==> src/rtl/lag_pl_tile_injector.sv <==
// lag_pl_tile_injector: segments packet descriptors into flits and drives the router TILE port
// with per-link credit flow control. Per-link flit layout, MSB first: {valid, head, tail, dest_x, dest_y, data}.
`ifndef NORTH
`define NORTH 0
`endif
`ifndef EAST
`define EAST 1
`endif
`ifndef SOUTH
`define SOUTH 2
`endif
`ifndef WEST
`define WEST 3
`endif
`ifndef TILE
`define TILE 4
`endif

module lag_pl_tile_injector #(
    parameter int network_x = 4,
    parameter int network_y = 4,
    parameter int my_x      = 0,
    parameter int my_y      = 0,
    parameter int num_pls   = 1,
    parameter int buf_len   = 4,
    parameter int len_bits  = 4,
    localparam int RADIX    = 5,
    localparam int XW       = (network_x > 1) ? $clog2(network_x) : 1,
    localparam int YW       = (network_y > 1) ? $clog2(network_y) : 1,
    localparam int DW       = (len_bits > RADIX) ? len_bits : RADIX,
    localparam int FW       = 3 + XW + YW + DW,
    localparam int CW       = $clog2(buf_len + 1),
    localparam int PW       = (num_pls > 1) ? $clog2(num_pls) : 1
) (
    input  logic                  clk,
    input  logic                  rst_n,
    input  logic                  i_req_valid,
    output logic                  o_req_ready,
    input  logic [XW-1:0]         i_req_dest_x,
    input  logic [YW-1:0]         i_req_dest_y,
    input  logic [len_bits-1:0]   i_req_len,
    output logic [num_pls*FW-1:0] o_flit_out,
    input  logic [num_pls-1:0]    i_cntrl_in,
    input  logic [num_pls-1:0]    i_full_flag,
    output logic                  o_busy,
    output logic                  o_credit_err,
    output logic [31:0]           o_pkts_sent,
    output logic [num_pls*CW-1:0] o_credits
);
    typedef enum logic [1:0] {IDLE, SELECT, SEND} state_t;

    localparam logic [XW-1:0] MY_X      = XW'(my_x);
    localparam logic [YW-1:0] MY_Y      = YW'(my_y);
    localparam logic [CW-1:0] FULL_CRED = CW'(buf_len);

    state_t              r_state;
    logic [XW-1:0]       r_dx;
    logic [YW-1:0]       r_dy;
    logic [len_bits-1:0] r_len;
    logic [len_bits-1:0] r_idx;
    logic [PW-1:0]       r_ptr;
    logic [PW-1:0]       r_pl;
    logic                r_err;
    logic [31:0]         r_pkts;
    logic [CW-1:0]       r_cred [num_pls];
    logic [FW-1:0]       r_flit [num_pls];

    logic [num_pls-1:0]  w_elig;
    logic [num_pls-1:0]  w_send;
    logic                w_rr_ok;
    logic                w_issue;
    logic                w_head;
    logic                w_tail;
    logic [PW-1:0]       w_rr_pl;
    logic [PW-1:0]       w_pl;
    logic [len_bits-1:0] w_seq;
    logic [RADIX-1:0]    w_port;
    logic [FW-1:0]       w_flit;

    always_comb begin
        w_elig = '0;
        w_send = '0;
        for (int p = 0; p < num_pls; p++) begin
            w_elig[p] = (r_cred[p] != '0) && !i_full_flag[p];
            w_send[p] = w_issue && (w_pl == PW'(p));
        end
    end

    // Scanning downward lets the eligible link closest after the pointer win.
    always_comb begin
        w_rr_ok = 1'b0;
        w_rr_pl = '0;
        for (int k = num_pls - 1; k >= 0; k--) begin
            if (w_elig[PW'((int'(r_ptr) + k) % num_pls)]) begin
                w_rr_ok = 1'b1;
                w_rr_pl = PW'((int'(r_ptr) + k) % num_pls);
            end
        end
    end

    assign w_head  = (r_state == SELECT);
    assign w_pl    = w_head ? w_rr_pl : r_pl;
    assign w_issue = w_head ? w_rr_ok : (r_state == SEND) && w_elig[r_pl];
    assign w_seq   = w_head ? '0 : r_idx;
    assign w_tail  = (w_seq == r_len - len_bits'(1));
    assign w_port  = (r_dx > MY_X) ? RADIX'(1 << `EAST)  :
                     (r_dx < MY_X) ? RADIX'(1 << `WEST)  :
                     (r_dy > MY_Y) ? RADIX'(1 << `SOUTH) :
                     (r_dy < MY_Y) ? RADIX'(1 << `NORTH) : RADIX'(1 << `TILE);
    assign w_flit  = {1'b1, w_head, w_tail, r_dx, r_dy, w_head ? DW'(w_port) : DW'(w_seq)};

    assign o_req_ready  = rst_n && (r_state == IDLE);
    assign o_busy       = (r_state != IDLE);
    assign o_credit_err = r_err;
    assign o_pkts_sent  = r_pkts;

    for (genvar g = 0; g < num_pls; g++) begin : g_out
        assign o_flit_out[g*FW +: FW] = r_flit[g];
        assign o_credits[g*CW +: CW]  = r_cred[g];
    end

    always_ff @(posedge clk) begin
        if (!rst_n) begin
            r_state <= IDLE;
            r_dx    <= '0;
            r_dy    <= '0;
            r_len   <= '0;
            r_idx   <= '0;
            r_ptr   <= '0;
            r_pl    <= '0;
            r_err   <= 1'b0;
            r_pkts  <= '0;
            for (int p = 0; p < num_pls; p++) begin
                r_cred[p] <= FULL_CRED;
                r_flit[p] <= '0;
            end
        end else begin
            for (int p = 0; p < num_pls; p++) begin
                r_flit[p] <= w_send[p] ? w_flit : '0;
                if (w_send[p] && !i_cntrl_in[p])
                    r_cred[p] <= r_cred[p] - CW'(1);
                else if (!w_send[p] && i_cntrl_in[p]) begin
                    if (r_cred[p] == FULL_CRED)
                        r_err <= 1'b1;
                    else
                        r_cred[p] <= r_cred[p] + CW'(1);
                end
            end
            case (r_state)
                IDLE: if (i_req_valid) begin
                    r_dx    <= i_req_dest_x;
                    r_dy    <= i_req_dest_y;
                    r_len   <= (i_req_len == '0) ? len_bits'(1) : i_req_len;
                    r_state <= SELECT;
                end
                SELECT: if (w_rr_ok) begin
                    r_pl    <= w_rr_pl;
                    r_ptr   <= (w_rr_pl == PW'(num_pls - 1)) ? '0 : w_rr_pl + PW'(1);
                    r_idx   <= len_bits'(1);
                    r_state <= w_tail ? IDLE : SEND;
                    if (w_tail) r_pkts <= r_pkts + 32'd1;
                end
                SEND: if (w_issue) begin
                    r_idx <= r_idx + len_bits'(1);
                    if (w_tail) begin
                        r_state <= IDLE;
                        r_pkts  <= r_pkts + 32'd1;
                    end
                end
                default: r_state <= IDLE;
            endcase
        end
    end
endmodule

==> config.mk <==
export PLATFORM = sky130hd
export DESIGN_NAME = lag_pl_tile_injector
export DESIGN_NICKNAME = d
export VERILOG_FILES = /design/src/rtl/lag_pl_tile_injector.sv
export SDC_FILE = /design/constraint.sdc
export NUM_CORES = 1
export LEC_CHECK = 0
export BUFFER_PORTS_ARGS = -buffer_cell sky130_fd_sc_hd__buf_2
export CELL_PAD_IN_SITES_DETAIL_PLACEMENT = 1
export CELL_PAD_IN_SITES_GLOBAL_PLACEMENT = 2
export CORE_UTILIZATION = 32
export DETAILED_ROUTE_END_ITERATION = 7
export HOLD_SLACK_MARGIN = 0.12
export PLACE_DENSITY = 0.86
export SLEW_MARGIN = 10
export SYNTH_ARGS = -nofsm -noshare
export SYNTH_HDL_FRONTEND = slang
export SYNTH_SLANG_ARGS = --single-unit
==> constraint.sdc <==
create_clock -name clk -period 2.9 [get_ports clk]
set_input_delay 0.435 -clock clk [delete_from_list [all_inputs] [get_ports clk]]
set_output_delay 0.435 -clock clk [all_outputs]
set_load 0.05 [all_outputs]
==> results of run 1 <==
-- area by class of cell --
cell class | count | area (um^2)
well taps | 111 | 138.9
fillers | 1119 | 5572
inverters | 19 | 71.32
multi-input cells | 252 | 1562
flip-flops and latches | 62 | 1271
clock inverters | 3 | 65.06
clock buffers | 13 | 168.9
repair buffers | 67 | 347.8
-- flip-flops by register name, indices dropped and copies added (netlist names) --
register	flops
r_dy	2
r_flit	12
r_len	4
r_cred	3
r_dx	2
r_idx	4
r_state	2
o_pkts_sent	32
o_credit_err	1
-- through the flow --
step                  util  total power, uW  hold slack, ns
global route        0.3942             2109          0.3283
detailed placement  0.3671             1142          0.4510
global placement    0.3671             1134          0.4494
CTS                 0.3925             2046          0.3213
floorplan                -             1088          0.4363
finish              0.3942             2019          0.3301
-- how the worst max path moves through the flow --
stage | startpoint | slack, ns | to | cells after the start
6_report | r_len[0]$_SDFFE_PN0P_ | 0.26 | o_pkts_sent[14]$_SDFFE_PN0P_ | 8
5_1_grt | r_len[0]$_SDFFE_PN0P_ | 0.06 | o_pkts_sent[29]$_SDFFE_PN0P_ | 8
4_1_cts | r_len[0]$_SDFFE_PN0P_ | 0.18 | o_pkts_sent[16]$_SDFFE_PN0P_ | 8
3_5_place_dp | r_len[0]$_SDFFE_PN0P_ | 0.23 | o_pkts_sent[16]$_SDFFE_PN0P_ | 8
3_3_place_gp | r_len[0]$_SDFFE_PN0P_ | 0.39 | o_pkts_sent[16]$_SDFFE_PN0P_ | 8
2_1_floorplan | r_cred[0][0]$_DFFE_PP_ | 0.33 | o_pkts_sent[14]$_SDFFE_PN0P_ | 8
-- power by group --
| group | internal [uW] | total [uW] | switching [uW] |
|---|---|---|---|
| combinational | 67.1 | 214 | 147 |
| clock | 554 | 899 | 345 |
| sequential | 880 | 905 | 24.9 |
| total | 1500 | 2020 | 518 |
-- layer usage --
metal,track usage,up-vias,wire length (um),part of all wire
met4,0.05769,0,106,0.013
met5,0,-,0,0
met1,0.2113,1372,3698,0.46
met3,0.04397,10,267,0.033
li1,-,1397,-,-
met2,0.2937,44,3928,0.49
-- what timing repair did --
item | 4_1_cts | 5_1_grt
setup endpoints to repair | 0 | 1
buffers inserted | 0 | 2
resized for setup | 0 | 0
-- logic make-up (layout without fill, tap and decap cells) --
kind of cell    Yosys count  in the layout  share of synthesized area
buf+inv                  35            102                    0.06019
flops                    62             62                     0.4218
compound gates          100            100                     0.1988
xor+xnor                  6              6                    0.02242
simple gates            139            139                     0.2686
mux                       1              1                   0.003321
fa+ha+maj                 6              6                    0.02491
-- cells in the mapped netlist, types with 2 or more instances --
library cell  number  share of area
a21oi_1           43          0.071
a31oi_1            2         0.0042
a41oi_1            2         0.0058
and2_1             9          0.019
and3_1             5          0.010
and4_1             2         0.0058
buf_2              2         0.0033
clkbuf_1           8          0.010
clkbuf_8           3          0.014
dfxtp_1           59           0.39
edfxtp_1           3          0.030
ha_1               6          0.025
inv_1             19          0.024
nand2_1           32          0.040
nand2b_1           2         0.0042
nand3_1           13          0.022
nand4_1           12          0.025
nor2_1            12          0.015
nor3_1             9          0.015
nor4_1             3         0.0062
o211ai_1           3         0.0075
o21a_1             4          0.010
o21ai_0           26          0.043
o22a_1             2         0.0058
o31ai_1            8          0.020
or2_2              2         0.0042
or3_1             14          0.029
or3_2              7          0.017
or4_1              8          0.020
xnor2_1            3         0.0087
xor2_1             2         0.0058
-- worst reg2reg max path: cells and delay by family (launching register included) --
| kind | cells | cell delay [ns] |
|---|---|---|
| compound gates | 3 | 0.56 |
| fa+ha+maj | 1 | 0.35 |
| buf+inv | 1 | 0.10 |
| flops | 1 | 0.39 |
| simple gates | 3 | 1.18 |
==> impl_metrics.csv, run 1 <==
group,metric,value,unit
setup_path,worstPathRequired,3.18,ns
synthesis,yosys_most_used_dff,"dfxtp_1",
clock_tree,worstSkewPairLatency,0.35,ns
cells_and_area,nNetsFinal,430,
timing,maxSlewHeadroom,0.7059,
setup_path,r2r_slack,0.26,ns
setup_path,path_cells,"inv_1 > ha_1 > nor4bb_1 > a31oi_1 > o21ai_2 > nand3_4 > or4_1 > a21oi_1",
drt,first_pass_iters,6,
synthesis,synth_seq_area_share,0.4218,
setup_path,worst-path-buf-inv,1,
cells_and_area,area_growth,20.26,%
global_routing,grt_max_degree,40,
synthesis,syn-num-nets,368,
timing,slew_viol_final,0,
global_routing,grt_pass1_vias,2675,
synthesis,ys_types,55,
clock_tree,cts_tree,"yes",
clock_tree,numCtsBuffers,9,
power,leakage,0.001415,uW
drt,wl_per_cell,15.18,um
place,dp.cells,509,
timing,setup_ws,0.2558,ns
setup_path,cpPeakStageDelay,0.58,ns
place,dp_hpwl,5629,um
cells_and_area,most-common-layout-cells,"buf_2 (62), dfxtp_1 (59), a21oi_1 (43)",
setup_path,cpMaxStageDelayCell,"or4_1",
cells_and_area,final_common_cell,"buf_2",
timing,period_needed,2.644,ns
timing,finalHoldViolCount,0,
cells_and_area,n_antenna_cell,0,
timing,timing.fmax,378.2,MHz
worst_hold_path,hold_start,"i_req_dest_x[0]",
floorplan,die-area,0.009811,mm^2
worst_hold_path,hold_path_depth,3,
timing,period_share,0.9118,
synthesis,ys_warn_count,0,
floorplan,coreArea,0.009196,mm^2
clock_tree,cts_root_buf,"clkbuf_8",
synthesis,async_flop_share,0,
outcome,status,"finished, violations left",
global_routing,antenna_found_initial,0,
drt,dr_total_vias,2823,
power,ir_drop,0.1852,mV
synthesis,synth_edf_count,3,
cells_and_area,layout-drive-gt1-share,0.2476,
flow_run,maxCapViolCount,0,
setup_path,worstReg2RegEnd,"o_pkts_sent[14]$_SDFFE_PN0P_",
place,numPortBuffers,62,
timing,setup_tns,0,ns
clock_tree,clockBufferDepth,2,
synthesis,ys_seq_elements,62,
setup_path,path_max_fanout,29,
outcome,violations,"design-rule violations",
global_routing,overflow,0,
timing,setup_violations,0,
floorplan,rows,35,
place,preCtsSetupSlack,0.2282,ns
place,place_area,0.003376,mm^2
worst_hold_path,min_to,"r_dx[0]$_SDFFE_PN0P_",
setup_path,worst-setup-path-type,"reg -> reg",
global_routing,grt_pass1_wl,13160,um
timing,rsz0062_at_grt,"false",
floorplan,die_height,99.05,um
floorplan,start_util,0.3278,
timing,worst-slew-pin-transition,0.4300,ns
place,finalWeightedCongestion,0.7554,
synthesis,avgSynthCellArea,8.637,um^2
power,cellPowerDensity,557.0,mW/mm^2
clock_tree,clock-sinks,62,
setup_path,cp-end-kind,"flip-flop",
synthesis,synth_cells,349,
setup_path,arrival,2.92,ns
clock_tree,htreeDepth,3,
clock_tree,clk_pin_slew,0.07,ns
worst_hold_path,hold_class,"in -> reg",
timing,finClkSkew,0.01379,ns
floorplan,die_w,99.05,um
setup_path,rr_worst_depth,8,
setup_path,start_kind,"flip-flop",
drt,wl,7999,um
drt,via_per_inst,5.357,
drt,ant_nets,0,
global_routing,grt_use_total,0.1721,
clock_tree,ctsHoldBuffers,0,
setup_path,rr_startpoint,"r_len[0]$_SDFFE_PN0P_",
drt,drc,2,
cells_and_area,instances_no_fill,527,
floorplan,io_pins,63,
setup_path,cp_top_family,"simple AND/OR/NAND/NOR gates",
cells_and_area,stdcell_area,0.003625,mm^2
drt,drt_iter0_markers,35,
synthesis,syn_area,0.003014,mm^2
Power figures use the tool's default switching activity.
==> run 2, diff against run 1 <==
--- a/config.mk
+++ b/config.mk
@@ -5,6 +5,7 @@
 export SDC_FILE = /design/constraint.sdc
 export NUM_CORES = 1
 export LEC_CHECK = 0
+export ABC_CLOCK_PERIOD_IN_PS = 2950
 export BUFFER_PORTS_ARGS = -buffer_cell sky130_fd_sc_hd__buf_2
 export CELL_PAD_IN_SITES_DETAIL_PLACEMENT = 1
 export CELL_PAD_IN_SITES_GLOBAL_PLACEMENT = 2
==> constraint.sdc (replaced) <==
create_clock -name clk -period 2.95 [get_ports clk]
set_input_delay 0.4425 -clock clk [delete_from_list [all_inputs] [get_ports clk]]
set_output_delay 0.4425 -clock clk [all_outputs]
set_load 0.05 [all_outputs]
==> run 2 against run 1 <==
  * The flow now finishes without violations
  * Die area unchanged
  * Hold slack better by 0.0074 ns
  * Combinational power is essentially flat
  * Total power decreased by 4.8%
  * Critical path type unchanged
  * Critical endpoint unchanged
  * Largest cell class unchanged
==> impl_metrics.csv, run 2 (synthesis results as in run 1) <==
group,metric,value,unit
drt,first_pass_iters,4,
cells_and_area,largest_register_ffs,32,
global_routing,grt_pass1_vias,2661,
setup_path,cpMaxStageDelayCell,"or4_1",
setup_path,start_kind,"flip-flop",
timing,finClkSkew,0.01094,ns
drt,wl,7827,um
setup_path,cpPeakStageDelay,0.58,ns
setup_path,worstPathRequired,3.23,ns
flow_run,maxCapViolCount,0,
drt,via_per_inst,5.389,
worst_hold_path,hold_class,"in -> reg",
clock_tree,numCtsBuffers,9,
power,ir_drop,0.2240,mV
cells_and_area,most-common-layout-cells,"buf_2 (62), dfxtp_1 (59), a21oi_1 (43)",
clock_tree,post_cts_buffers,0,
worst_hold_path,hold_start,"i_req_dest_x[0]",
timing,period_share,0.9439,
floorplan,die-area,0.009811,mm^2
timing,rsz0062_at_grt,"false",
drt,wl_per_cell,14.85,um
drt,dr_total_vias,2840,
setup_path,rr_startpoint,"r_len[0]$_SDFFE_PN0P_",
place,finalWeightedCongestion,0.7539,
clock_tree,cts_root_buf,"clkbuf_8",
worst_hold_path,hold_path_depth,3,
global_routing,grt_use_total,0.1670,
power,leakage,0.001411,uW
setup_path,worst-setup-path-type,"reg -> reg",
setup_path,r2r_slack,0.17,ns
power,combPwrFrac,0.111,
clock_tree,htreeDepth,3,
floorplan,coreArea,0.009196,mm^2
power,p_int,1396,uW
setup_path,path_cells,"inv_1 > ha_1 > nor4bb_1 > a31oi_1 > o21ai_2 > nand3_4 > or4_1 > a21oi_1",
timing,worst-slew-pin-transition,0.4342,ns
setup_path,path_max_fanout,29,
power,switching_power,525.4,uW
timing,whs,0.3375,ns
drt,ant_nets,0,
cells_and_area,nNetsFinal,430,
power,p_sw_frac,0.2734,
drt,drc,0,
floorplan,rows,35,
power,power,1922,uW
place,numPortBuffers,62,
timing,period_needed,2.784,ns
clock_tree,worstSkewPairLatency,0.35,ns
setup_path,arrival,3.06,ns
clock_tree,cts_tree,"yes",
timing,setup_tns,0,ns
setup_path,cp-end-kind,"flip-flop",
global_routing,grt_max_degree,30,
place,dp_hpwl,5593,um
global_routing,overflow,0,
clock_tree,ctsHoldBuffers,0,
cells_and_area,final_common_cell,"buf_2",
floorplan,io_pins,63,
timing,maxSlewHeadroom,0.7102,
timing,slew_viol_final,0,
outcome,status,"finished clean",
timing,setup_violations,0,
floorplan,die_height,99.05,um
worst_hold_path,min_to,"r_dx[0]$_SDFFE_PN0P_",
clock_tree,ctsResizeCount,0,
timing,timing.fmax,359.1,MHz
timing,finalHoldViolCount,0,
place,place_area,0.003391,mm^2
global_routing,grt_pass1_wl,12860,um
cells_and_area,layout-drive-gt1-share,0.2500,
power,cellPowerDensity,532.7,mW/mm^2
cells_and_area,stdcell_area,0.003607,mm^2
clock_tree,clockBufferDepth,2,
cells_and_area,area_growth,19.68,%
setup_path,rr_worst_depth,8,
clock_tree,clk_pin_slew,0.07,ns
cells_and_area,n_antenna_cell,0,
clock_tree,clock-sinks,62,
setup_path,worstReg2RegEnd,"o_pkts_sent[14]$_SDFFE_PN0P_",
power,p_seq_frac,0.463,
global_routing,antenna_found_initial,0,
power,clockPowerShare,0.426,
floorplan,start_util,0.3278,
floorplan,die_w,99.05,um
drt,drt_iter0_markers,67,
-- run 2: power groups by stage --
stage,sequential (uW),clock [uW],combinational (uW)
finish,891,819,212
floorplan,930,0,139
CTS,890,844,214
global route,893,875,235
global placement,908,0,208
detailed placement,910,0,214
-- run 2: per-layer routing --
metal / wire (um) / global-route usage
met3: 241 / 0.03404
met5: 0 / 0
met1: 3582 / 0.2125
met4: 114 / 0.08824
met2: 3888 / 0.2668
-- run 2: layout make-up --
| cell class | count | area [um^2] |
|---|---|---|
| Timing Repair Buffer | 67 | 347.8 |
| Inverter | 19 | 71.32 |
| Fill cell | 1136 | 5589 |
| Sequential cell | 62 | 1271 |
| Tap cell | 111 | 138.9 |
| Multi-Input combinational cell | 252 | 1562 |
| Clock inverter | 5 | 53.80 |
| Clock buffer | 11 | 162.7 |
-- run 2: how the worst max path moves through the flow --
stage,start,end,slack (ns),cells after the start
3_5_place_dp,r_len[0]$_SDFFE_PN0P_,o_pkts_sent[29]$_SDFFE_PN0P_,0.21,8
4_1_cts,r_len[0]$_SDFFE_PN0P_,o_pkts_sent[29]$_SDFFE_PN0P_,0.18,8
6_report,r_len[0]$_SDFFE_PN0P_,o_pkts_sent[14]$_SDFFE_PN0P_,0.17,8
3_3_place_gp,r_len[0]$_SDFFE_PN0P_,o_pkts_sent[14]$_SDFFE_PN0P_,0.48,8
2_1_floorplan,r_cred[0][0]$_DFFE_PP_,o_pkts_sent[14]$_SDFFE_PN0P_,0.38,8
5_1_grt,r_len[0]$_SDFFE_PN0P_,o_pkts_sent[31]$_SDFFE_PN0P_,0.05,8
-- run 2: worst max-delay path: cells and delay by family, from the launching register on --
family	cells	cell delay (ns)
and+or+nand+nor	3	1.28
AOI/OAI and AO/OA	3	0.54
DFF	1	0.42
adders and majority gates	1	0.36
buffers and inverters	1	0.11
-- run 2: through the flow --
step / setup slack, ns / cells / util
finish: 0.1656 / 527 / 0.3922
global placement: 0.4791 / 511 / 0.3687
global route: 0.04961 / 527 / 0.3922
detailed placement: 0.2050 / 511 / 0.3687
floorplan: 0.3818 / 349 / -
CTS: 0.1827 / 527 / 0.3922
